File: config.mk
export PLATFORM = sky130hd
export DESIGN_NAME = shift_add_datapath
export DESIGN_NICKNAME = d
export VERILOG_FILES = /design/src/rtl/shift_add_datapath.sv
export SDC_FILE = /design/constraint.sdc
export NUM_CORES = 1
export LEC_CHECK = 0
export CORE_MARGIN = 10
export CORE_UTILIZATION = 55
export CTS_BUF_LIST = sky130_fd_sc_hd__clkbuf_4
export DETAILED_ROUTE_END_ITERATION = 7
export PLACE_DENSITY = 0.87
export SLEW_MARGIN = 20
export SYNTH_ARGS = -nofsm -noshare
export SYNTH_HDL_FRONTEND = slang
export SYNTH_SLANG_ARGS = --single-unit
export TNS_END_PERCENT = 10
File: constraint.sdc
create_clock -name clock -period 2.3 [get_ports clock]
set_input_delay 0.46 -clock clock [delete_from_list [all_inputs] [get_ports clock]]
set_output_delay 0.46 -clock clock [all_outputs]
set_load 0.02 [all_outputs]
File: src/rtl/shift_add_datapath.sv
// shift_add_datapath: M/C/A/Q registers of an n-bit shift-and-add multiplier with a product capture register
module shift_add_datapath #(
    parameter int n = 4
) (
    input  logic           clock,
    input  logic           n_reset,
    input  logic [n-1:0]   multiplicand,
    input  logic [n-1:0]   multiplier,
    input  logic           load,
    input  logic           add_shift,
    input  logic           shift,
    input  logic           ready,
    output logic           Q0,
    output logic [2*n-1:0] product,
    output logic           result_valid
);
    logic [n-1:0] m, a, q;
    logic         c, ready_d;
    logic [n:0]   sum;

    assign sum = {1'b0, a} + {1'b0, m};
    assign Q0  = q[0];

    // Operand/accumulator registers: load beats add_shift beats shift; the add carry lands in A's MSB
    always_ff @(posedge clock or negedge n_reset) begin
        if (!n_reset) begin
            m <= '0;
            a <= '0;
            q <= '0;
            c <= 1'b0;
        end else if (load) begin
            m <= multiplicand;
            q <= multiplier;
            a <= '0;
            c <= 1'b0;
        end else if (add_shift) begin
            a <= sum[n:1];
            q <= {sum[0], q[n-1:1]};
            c <= 1'b0;
        end else if (shift) begin
            a <= {c, a[n-1:1]};
            q <= {a[0], q[n-1:1]};
            c <= 1'b0;
        end
    end

    // Capture pre-edge {A,Q} on the rising edge of ready, so a same-edge reload cannot corrupt it
    always_ff @(posedge clock or negedge n_reset) begin
        if (!n_reset) begin
            ready_d      <= 1'b0;
            product      <= '0;
            result_valid <= 1'b0;
        end else begin
            ready_d      <= ready;
            result_valid <= ready && !ready_d;
            if (ready && !ready_d)
                product <= {a, q};
        end
    end
endmodule

[Word level (Yosys, flattened, before mapping)]
Cells that the tools add are included.
Word-level totals
  bits in registers: 23
  input bits: 14
  output and inout port bits: 10
  logic and storage cells: 20
Operators by class
  $add $sub $neg: 1
  multiplexer cells: 9
  reduce and logical (&&, ||, !) cells: 3
Operators by type and width (number)
  4-bit two-way mux: 6
  4-bit by 4-bit adder with 5-bit output: 1
  1-bit two-way mux: 3
  3-bit nonzero test: 1
  1-bit logical AND: 1
  1-bit logical NOT: 1

[Longest topological paths before layout]
  word-level depth: 3
  depth in mapped cells: 6
  depth with buffers taken out: 6

[Worst setup path after synthesis]
No wires, ideal clock.
  kind: reg2reg
  from: reg a[0]
  to: reg a[3]
  library setup time: 0.099 ns
  data arrival time: 1.346 ns
  required time: 2.201 ns
  slack: 0.854 ns
  cell stages (with the launch flop): 7
  path buffers: 0
  period minus slack after synthesis: 1.446 ns
  cell sequence: dfrtp_1 > ha_1 > inv_1 > fa_1 > nor2b_1 > o21ai_0 > a311oi_1
Between the ends
  word-level cells in the longest chain between the ends: 3
RTL lines
  from (decl): line 17  | logic [n-1:0] m, a, q;
  from (signal assigned): line 37  | a <= sum[n:1];
  from (signal assigned): line 41  | a <= {c, a[n-1:1]};
  4-bit by 4-bit adder with 5-bit output: line 21  | assign sum = {1'b0, a} + {1'b0, m};
  4-bit two-way mux: line 36  | end else if (add_shift) begin
  4-bit two-way mux: line 31  | end else if (load) begin
Every way passes these cells.
A chain may end at the register's enable or synchronous reset.

[Worst setup path in the final report]
  from: reg q[0]
  to: out Q0
RTL lines
  from (decl): line 17
  from (signal assigned): line 33  | q <= multiplier;
  from (signal assigned): line 38  | q <= {sum[0], q[n-1:1]};
  from (signal assigned): line 42  | q <= {a[0], q[n-1:1]};
  to (decl): line 13  | output logic Q0,
No word-level cell between the ends.

==> impl_results.md <==
* Status: completed
* Initial core utilization at 0.594
* Synth Warn # at 0
* Hpwl dp at 1460 um
* Port bufs at 23
* Synth Area in Compound Gates at 0.0919
* Post-synthesis xor/xnor area fraction at 0.00835
* Critical path arrival at 1.32 ns
* Area growth syn-to-layout at 26.9%
* Post-synthesis adder-cell area fraction at 0.0668
* Cell Area, Synth at 0.00105 mm2
* CTS tree: yes
* ANT cells at 0
* Clk root buf: clkbuf_4
* Crit path buf inv count at 1
* DRT Pass-1 Iters at 4
* Worst path cell trace: clkdlybuf4s50_1
* Post-synth top area cell: dfrtp_1
* Clock Sinks at 22
* Cells after synthesis at 86
* IO Pins at 24
* Post_cts resized at 0
* Top-area cell type share of the netlist area at 0.525
* Peak supply drop at 0.000558 V
* Gpl congestion at 0.816
* Main synth FF type: dfrtp_1
* Worst Tran Pin Value at 0.564 ns
* EDFF count, synth at 0
* Die H at 63.7 um
* Worst path required time at 1.84 ns
* Post-synth net total at 105
* # hold bufs at CTS at 0
* First-pass GRT wire length at 3270 um
* Tot Pwr at 997 uW
* LEAKAGE at 0.581 nW
* Mux cell area share after synthesis at 0.156
* Vias at 723
* Core Region at 0.00176 mm2
* Asr flop ratio synth at 1.00
* Crit end category: output port
* Final non-filler cell total at 134
* Total track usage at 0.0976
* Nets@finish at 129
* Vias in the first global route at 722
* Mean cell area of the mapped netlist at 12.2 um2
* Num CTS Buffers at 3
* Largest family of logic cells by synthesized area: multiplexers
* Clock skew at 0.00615 ns
* Critical Path Max Stage Delay at 0.62 ns
* Setup WS pre-CTS at 0.441 ns
* M3 GR Usage at 0.0477
* Setup Fix Bufs, Post-CTS at 0
* Max Clk Rate at 563 MHz
* Routed Antenna Nets at 0
* Clock buffer depth at 2
* Max Transition Viols Final at 0
* Most common cell in the netlist: dfrtp_1
* Row count at 15
* Met1 usage at 0.110
* Final wirelength at 1910 um
* Hold slack at 0.485 ns
* Area contributors post-synth: dfrtp_1 53%, mux2_2 12%, ha_1 4.8%
* RSZ-0062 raised after global routing: no
* Via density at 5.40
* Max-Cap Viols at 0
* Sequential share of the synthesized area at 0.525
* Slowest-stage cell, CP: clkdlybuf4s50_1
* Die Area at 0.00405 mm2
* Synth Area in Simple Gates at 0.0919
* Pwr per Cell Area at 750 mW/mm2
* GRT overflow at 0
* Worst hold path class: in2async
* Grt peak-use layer: met2
* Tmin final at 1.78 ns
* DP Cell Count at 130
* M2 GR Usage at 0.161
* Fill count at 134
* Max FO, Critical Path at 3
* WS Path Type: reg2out
* Final period util at 0.772
* Initial antenna violation count at 0
* Drt wl/cell at 14.2 um
* DRC violations left at 0
* Worst-path clk slew at 0.13 ns
* Endpoints failing setup at 0
* H-tree lvl count at 1
* Largest net degree at the start of global routing at 23
* Commonest cells in the netlist: 22 x dfrtp_1, 11 x mux2_2, 7 x nand2_1, 6 x inv_1, 6 x o21ai_0
* Critical Path Start Type: flip-flop
* Seq cells post-synth at 22
* Final Hold Vio Count at 0
* Crit path max-delay family: buffers and inverters
* Setup TNS at 0 ns
* Die X at 63.7 um
* Netlist cell types at 22
* Slack of the critical path at 0.525 ns
* Worst-Skew Late Latency at 0.30 ns
* Slew HR at 0.623
* Initial DRC count at 10
* Layout cell share with drive strength beyond 1 at 0.165
-- metal layers --
layer / up-vias / wire [um]
met5: - / 0
met4: 0 / 12
met3: 2 / 156
met2: 25 / 953
met1: 350 / 784
li1: 346 / -
-- path summary, 6_finish.rpt --
kind                       slack [ns]        from         end  depth (start not counted)
min in group clock               0.52  product[4]  product[4]                          1
max in group asynchronous        1.60     n_reset        m[3]                          2
min                              0.49     n_reset        a[0]                          2
max                              0.52        q[0]          Q0                          1
min reg2reg                      0.52  product[4]  product[4]                          1
max reg2reg                      0.63        a[0]        a[3]                          6
-- cells by family (layout without fill, tap and decap cells) --
group                      count (synthesis)  after routing
DFF                                       22             22
AOI/OAI and AO/OA                         16             16
and+or+nand+nor                           16             16
muxes                                     15             15
buffers and inverters                     11             34
adders and majority gates                  5              5
xor gates and xnor gates                   1              1
-- registers in the layout, indices dropped and copies added (netlist names) --
| signal | flops |
|---|---|
| a | 4 |
| m | 4 |
| product | 8 |
| q | 4 |
| ready_d | 1 |
| result_valid | 1 |
-- through the flow --
step	instance area (um2)	util
floorplan	1050	-
global placement	1280	0.724
detailed placement	1280	0.724
CTS	1330	0.754
global route	1330	0.754
finish	1330	0.754
-- cell usage in the layout, fill, tap and decap left out --
| cell type | n |
|---|---|
| a211oi_1 | 5 |
| mux2_2 | 11 |
| bufinv_16 | 1 |
| nor4_2 | 1 |
| dfrtp_1 | 22 |
| nor2_4 | 1 |
| clkdlybuf4s50_1 | 23 |
| xor2_1 | 1 |
| a311oi_1 | 1 |
| clkbuf_4 | 3 |
| nand2_1 | 7 |
| o21ai_0 | 6 |
| buf_4 | 1 |
| nand3_1 | 1 |
| o21ai_1 | 1 |
| and4b_1 | 1 |
| a21oi_1 | 3 |
| nand2b_1 | 1 |
| mux2i_1 | 4 |
| fa_1 | 1 |
| nor2b_1 | 4 |
| inv_1 | 6 |
| ha_1 | 4 |
-- where the power goes --
group | switching, mW | total [mW] | internal [mW]
sequential | 0.0296 | 0.465 | 0.435
clock | 0.117 | 0.293 | 0.176
combinational | 0.113 | 0.239 | 0.127
-- layout make-up --
cell class | count | area (um2) | area share
clock buffers | 3 | 22.5 | 0.0169
clock inverters | 1 | 30.0 | 0.0226
inverters | 6 | 22.5 | 0.0169
multi-input cells | 53 | 435 | 0.327
flip-flops and latches | 22 | 551 | 0.414
well taps | 25 | 31.3 | 0.0235
repair buffers | 24 | 238 | 0.179
(Power assumes the default switching activity.)
